## src/rtl/data_memory_arbiter.sv

```systemverilog
// Two-port round-robin arbiter in front of data_memory_wrapper, with bus lock for atomic RMW.
// Define MEM_ARB_PERF_CNT_EN to add saturating per-port grant and stall counters.
module data_memory_arbiter #(
  parameter int unsigned ADDR_W   = 32,
  parameter int unsigned DATA_W   = 32,
  parameter int unsigned LOCK_MAX = 8
) (
  input  logic              clk,
  input  logic              rst,
  input  logic              r0_req,
  input  logic              r0_wrt,
  input  logic              r0_lock,
  input  logic [1:0]        r0_width,
  input  logic              r0_unsigned,
  input  logic [ADDR_W-1:0] r0_addr,
  input  logic [DATA_W-1:0] r0_wrt_data,
  output logic              r0_gnt,
  output logic              r0_rvalid,
  output logic [DATA_W-1:0] r0_rd_data,
  input  logic              r1_req,
  input  logic              r1_wrt,
  input  logic              r1_lock,
  input  logic [1:0]        r1_width,
  input  logic              r1_unsigned,
  input  logic [ADDR_W-1:0] r1_addr,
  input  logic [DATA_W-1:0] r1_wrt_data,
  output logic              r1_gnt,
  output logic              r1_rvalid,
  output logic [DATA_W-1:0] r1_rd_data,
  output logic              mem_rd_en,
  output logic              mem_wrt_en,
  output logic [1:0]        mem_width,
  output logic              mem_unsigned,
  output logic [ADDR_W-1:0] mem_addr,
  output logic [DATA_W-1:0] mem_wrt_data,
  input  logic [DATA_W-1:0] mem_rd_data
`ifdef MEM_ARB_PERF_CNT_EN
  ,
  output logic [31:0]       perf_gnt0,
  output logic [31:0]       perf_gnt1,
  output logic [31:0]       perf_stall0,
  output logic [31:0]       perf_stall1
`endif
);

  localparam int unsigned CNT_W = $clog2(LOCK_MAX + 1);

  typedef enum logic [1:0] {ARB = 2'd0, LOCK0 = 2'd1, LOCK1 = 2'd2} state_e;

  typedef struct packed {
    logic [1:0]        width;
    logic              uns;
    logic [ADDR_W-1:0] addr;
    logic [DATA_W-1:0] data;
  } fields_t;

  state_e           state_q, state_d;
  logic             ptr_q, ptr_d;
  logic [CNT_W-1:0] cnt_q, cnt_d;
  logic             rvld_q, rvld_d;
  logic             rtag_q, rtag_d;
  fields_t          hold_q, hold_d;
  fields_t          f0, f1, win;
  logic             gnt0, gnt1, any_gnt, win_wrt, lock_full;

  assign f0        = {r0_width, r0_unsigned, r0_addr, r0_wrt_data};
  assign f1        = {r1_width, r1_unsigned, r1_addr, r1_wrt_data};
  assign lock_full = (cnt_q >= CNT_W'(LOCK_MAX - 1));

  // Grant selection, pointer update and lock FSM
  always_comb begin
    state_d = state_q;
    ptr_d   = ptr_q;
    cnt_d   = cnt_q;
    gnt0    = 1'b0;
    gnt1    = 1'b0;
    case (state_q)
      ARB: begin
        gnt0 = r0_req & (~r1_req | ~ptr_q);
        gnt1 = r1_req & ~gnt0;
      end
      LOCK0:   gnt0 = r0_req;
      LOCK1:   gnt1 = r1_req;
      default: ;
    endcase
    if (rst) begin
      gnt0 = 1'b0;
      gnt1 = 1'b0;
    end
    if (gnt0) begin
      ptr_d = 1'b1;
    end else if (gnt1) begin
      ptr_d = 1'b0;
    end
    case (state_q)
      ARB: begin
        if (gnt0 && r0_lock) begin
          state_d = LOCK0;
          cnt_d   = CNT_W'(1);
        end else if (gnt1 && r1_lock) begin
          state_d = LOCK1;
          cnt_d   = CNT_W'(1);
        end
      end
      LOCK0: begin
        cnt_d = cnt_q + CNT_W'(1);
        if ((gnt0 && !r0_lock) || (!r0_req && !r0_lock)) begin
          state_d = ARB;
          cnt_d   = '0;
        end else if (lock_full) begin
          // Forced release hands priority to the starved port
          state_d = ARB;
          cnt_d   = '0;
          ptr_d   = 1'b1;
        end
      end
      LOCK1: begin
        cnt_d = cnt_q + CNT_W'(1);
        if ((gnt1 && !r1_lock) || (!r1_req && !r1_lock)) begin
          state_d = ARB;
          cnt_d   = '0;
        end else if (lock_full) begin
          state_d = ARB;
          cnt_d   = '0;
          ptr_d   = 1'b0;
        end
      end
      default: state_d = ARB;
    endcase
  end

  // Issue path: winner's fields this cycle, otherwise the last issued fields
  always_comb begin
    any_gnt = gnt0 | gnt1;
    win     = gnt1 ? f1 : f0;
    win_wrt = gnt1 ? r1_wrt : r0_wrt;
    hold_d  = any_gnt ? win : hold_q;
    rvld_d  = (gnt0 & ~r0_wrt) | (gnt1 & ~r1_wrt);
    rtag_d  = gnt1;
  end

  assign r0_gnt       = gnt0;
  assign r1_gnt       = gnt1;
  assign mem_rd_en    = any_gnt & ~win_wrt;
  assign mem_wrt_en   = any_gnt & win_wrt;
  assign mem_width    = hold_d.width;
  assign mem_unsigned = hold_d.uns;
  assign mem_addr     = hold_d.addr;
  assign mem_wrt_data = hold_d.data;

  // Read return routed by the tag of the previous cycle's read grant
  assign r0_rvalid  = rvld_q & ~rtag_q & ~rst;
  assign r1_rvalid  = rvld_q & rtag_q & ~rst;
  assign r0_rd_data = r0_rvalid ? mem_rd_data : '0;
  assign r1_rd_data = r1_rvalid ? mem_rd_data : '0;

  always_ff @(posedge clk) begin
    if (rst) begin
      state_q <= ARB;
      ptr_q   <= 1'b0;
      cnt_q   <= '0;
      rvld_q  <= 1'b0;
      rtag_q  <= 1'b0;
      hold_q  <= '0;
    end else begin
      state_q <= state_d;
      ptr_q   <= ptr_d;
      cnt_q   <= cnt_d;
      rvld_q  <= rvld_d;
      rtag_q  <= rtag_d;
      hold_q  <= hold_d;
    end
  end

`ifdef MEM_ARB_PERF_CNT_EN
  // Saturating grant and stall counters
  always_ff @(posedge clk) begin
    if (rst) begin
      perf_gnt0   <= '0;
      perf_gnt1   <= '0;
      perf_stall0 <= '0;
      perf_stall1 <= '0;
    end else begin
      if (gnt0 && (perf_gnt0 != '1)) perf_gnt0 <= perf_gnt0 + 32'd1;
      if (gnt1 && (perf_gnt1 != '1)) perf_gnt1 <= perf_gnt1 + 32'd1;
      if (r0_req && !gnt0 && (perf_stall0 != '1)) perf_stall0 <= perf_stall0 + 32'd1;
      if (r1_req && !gnt1 && (perf_stall1 != '1)) perf_stall1 <= perf_stall1 + 32'd1;
    end
  end
`else
  // Default build carries no counter logic.
`endif

endmodule

```

## config.mk

```make
export PLATFORM = sky130hd
export DESIGN_NAME = data_memory_arbiter
export DESIGN_NICKNAME = d
export VERILOG_FILES = /design/src/rtl/data_memory_arbiter.sv
export SDC_FILE = /design/constraint.sdc
export NUM_CORES = 1
export LEC_CHECK = 0
export CAP_MARGIN = 20
export CORE_MARGIN = 2
export CORE_UTILIZATION = 30
export CTS_BUF_LIST = sky130_fd_sc_hd__clkbuf_2
export DETAILED_ROUTE_END_ITERATION = 6
export HOLD_SLACK_MARGIN = 0.1
export PLACE_DENSITY = 0.7
export SYNTH_ARGS = -nofsm -noshare
export SYNTH_HDL_FRONTEND = slang
export SYNTH_SLANG_ARGS = --single-unit
```

## constraint.sdc

```tcl
create_clock -name clk -period 1.85 [get_ports clk]
set_input_delay 0.2775 -clock clk [delete_from_list [all_inputs] [get_ports clk]]
set_output_delay 0.2775 -clock clk [all_outputs]
set_load 0.01 [all_outputs]
```

==> results.sh <==
export IMPL_criticalPathCategory="reg2out"
export IMPL_rows=45
export IMPL_grt_setup_unrepaired="true"
export IMPL_drc=0
export IMPL_critPathLaunchType="flop"
export IMPL_cts_sinks=76
export IMPL_synth_main_ff_cell="dfxtp_1"
export IMPL_syn_area_per_cell_um2=8.811
export IMPL_syn_cell_area_um2=4591
export IMPL_crit_arrival_ns=2.52
export IMPL_place_inst=1129
export IMPL_setup_viol=193
export IMPL_grt_pass1_vias=7052
export IMPL_synthArstFlopShare_pct=0
export IMPL_via_per_inst=5.382
export IMPL_finalHoldViolCount=0
export IMPL_syn_nets=700
export IMPL_n_fill_cell=757
export IMPL_gp_congestion=0.9372
export IMPL_first_pass_iters=4
export IMPL_final_cell_mix="172 x clkdlybuf4s50_1, 158 x buf_6, 124 x buf_4, 72 x dfxtp_1, 64 x and2_4"
export IMPL_final_util_pct=82.62
export IMPL_tritoncts="built"
export IMPL_core_um2=15090
export IMPL_dr_first_iter_drc_count=274
export IMPL_clock_latency_ns=0.59
export IMPL_postSynthCellCount=521
export IMPL_wl_per_cell_um=23.04
export IMPL_cts_root_buf="clkbuf_2"
export IMPL_drv_cap=0
export IMPL_synth_top_area_cell="dfxtp_1"
export IMPL_leakagePower_nw=5.180
export IMPL_dieArea_um2=16310
export IMPL_cp_end_kind="primary output"
export IMPL_grt_use_total_pct=30.73
export IMPL_nets=1247
export IMPL_fin_crit_sh_pct=151.2
export IMPL_final_max_slew_viol_count=0
export IMPL_overflow=0
export IMPL_worst_pin_slew_ns=0.7172
export IMPL_fin_skew_ns=0.05620
export IMPL_grt_pass1_wl_um=38450
export IMPL_critical_path_required_ns=1.57
export IMPL_layout_setup_ws_ns=-0.9465
export IMPL_syn_to_final_growth_pct=171.6
export IMPL_io_pins=311
export IMPL_drt_total_wl_um=29100
export IMPL_yosys_warnings=0
export IMPL_antenna_found_initial=2
export IMPL_synthDistinctLibCells=46
export IMPL_vias=6798
export IMPL_dieWidth_um=127.7
export IMPL_grt_met2_usage_pct=60.11
export IMPL_synth_edf_count=0
export IMPL_final_cell_area_um2=12470
export IMPL_irDropWorstVdd_mv=0.3953
export IMPL_drt_antenna_violating_nets=0
export IMPL_busiest_layer="met2"
export IMPL_start_util_pct=30.42
export IMPL_post_route_min_period_ns=2.797
export IMPL_layout_drive_gt1_share_pct=68.59
export IMPL_hp_class="in2reg"
export IMPL_cts_path_max_buffers=2
export IMPL_cts_buffers=9
export IMPL_use_met1_pct=29.12
export IMPL_path_max_fanout=7
export IMPL_stdcell_count=1263
export IMPL_status="complete, but fails checks"
export IMPL_hold_path_depth=6
export IMPL_final_common_cell="clkdlybuf4s50_1"
export IMPL_cts_htree_levels=3
export IMPL_yosysSeqAreaShare_pct=33.14
export IMPL_grt_max_degree=45
export IMPL_synth_top_cell_area_share_pct=33.14
export IMPL_use_met3_pct=6.386
export IMPL_die_y_um=127.7
export IMPL_fin_setup_tns_ns=-76.48
export IMPL_io_buffers=310
export IMPL_hpwl_um=14910
export IMPL_worst_hold_slack_ns=0.2758
export IMPL_r2r_cells=14
export IMPL_fmax_mhz=357.6
export IMPL_synthTopCellsByArea="dfxtp_1 33%, mux2i_1 15%, and2_1 8.9%"
export IMPL_p_per_area_nw_per_um2=571.5
export IMPL_post_dp_cell_area_um2=9134
export IMPL_violations="negative setup slack"
export IMPL_path_clk_slew_ns=0.24
export IMPL_ys_ff_latch=76
export IMPL_relSlewSlack_pct=52.19
## power by group
group          switching (W)  internal [W]
Sequential          0.000152       0.00183
Combinational        0.00174       0.00239
Clock               0.000686      0.000329
## critical path: stages (launching register included)
cell      delay [ns]
dfxtp_4         0.43
inv_4           0.05
ha_4            0.17
a21boi_4        0.14
o21bai_4        0.15
buf_12          0.14
buf_12          0.11
buf_12          0.11
buf_12          0.15
mux2i_4         0.28
a21oi_2         0.08
buf_2           0.14
## through the flow
stage / total power [W] / setup slack, ns
6_report: 0.007124 / -0.9465
5_1_grt: 0.007390 / -1.030
3_5_place_dp: 0.004745 / -0.8675
2_1_floorplan: 0.003153 / 0.004764
4_1_cts: 0.006389 / -0.9408
3_3_place_gp: 0.004684 / -0.8443
## path summary, 6_finish.rpt
check	endpoint	slack [ns]	startpoint
max	mem_wrt_data[0]	-0.95	state_q[1]
max reg2reg	hold_q[61]	-0.41	state_q[1]
min	cnt_q[0]	0.28	rst
min reg2reg	cnt_q[3]	0.49	cnt_q[3]
## cells in the mapped netlist (all sizes together), types with 3 or more instances
master,n
a21oi,71
and2,65
clkbuf,12
nand2b,3
o21ai,3
nand3,4
ha,5
dfxtp,76
a211oi,67
buf,32
nor2,68
mux2i,69
inv,11
nand2,5
## what timing repair did
item,CTS,global route
cloned,21,1
hold buffers,0,0
gates resized for setup,860,254
setup endpoints to repair,203,211
pin swaps,69,71
setup buffers,82,38
## layout make-up
| type | count | area, um2 | share of cell area (%) |
|---|---|---|---|
| sequential | 76 | 1529 | 12.26 |
| tap | 188 | 235.2 | 1.887 |
| clock inverter | 5 | 60.06 | 0.4817 |
| timing repair buffer | 580 | 6031 | 48.37 |
| inverter | 11 | 46.29 | 0.3713 |
| clock buffer | 11 | 55.05 | 0.4416 |
| antenna | 2 | 5.005 | 0.04014 |
| multi-input combinational | 390 | 4506 | 36.14 |
## routing by layer
metal  share of wire (%)  routed length [um]
met5                   0                   0
met2                  53               15490
met3                 6.5                1893
met1                  32                9392
met4                 8.0                2315
## state kept, by name (all words and copies together) (netlist names)
signal	count
rtag_q	1
ptr_q	1
rvld_q	1
hold_q	67
state_q	2
cnt_q	4
## cells by family after synthesis
group	after synthesis	synth area share, %
AO/OA/AOI/OAI	158	24.72
adder cells (fa/ha/maj)	5	1.363
buffers and inverters	55	7.713
flip-flops	76	33.14
multiplexers	69	15.04
AND/OR/NAND/NOR	158	18.02
No activity file was read; power rests on OpenSTA's default activity.
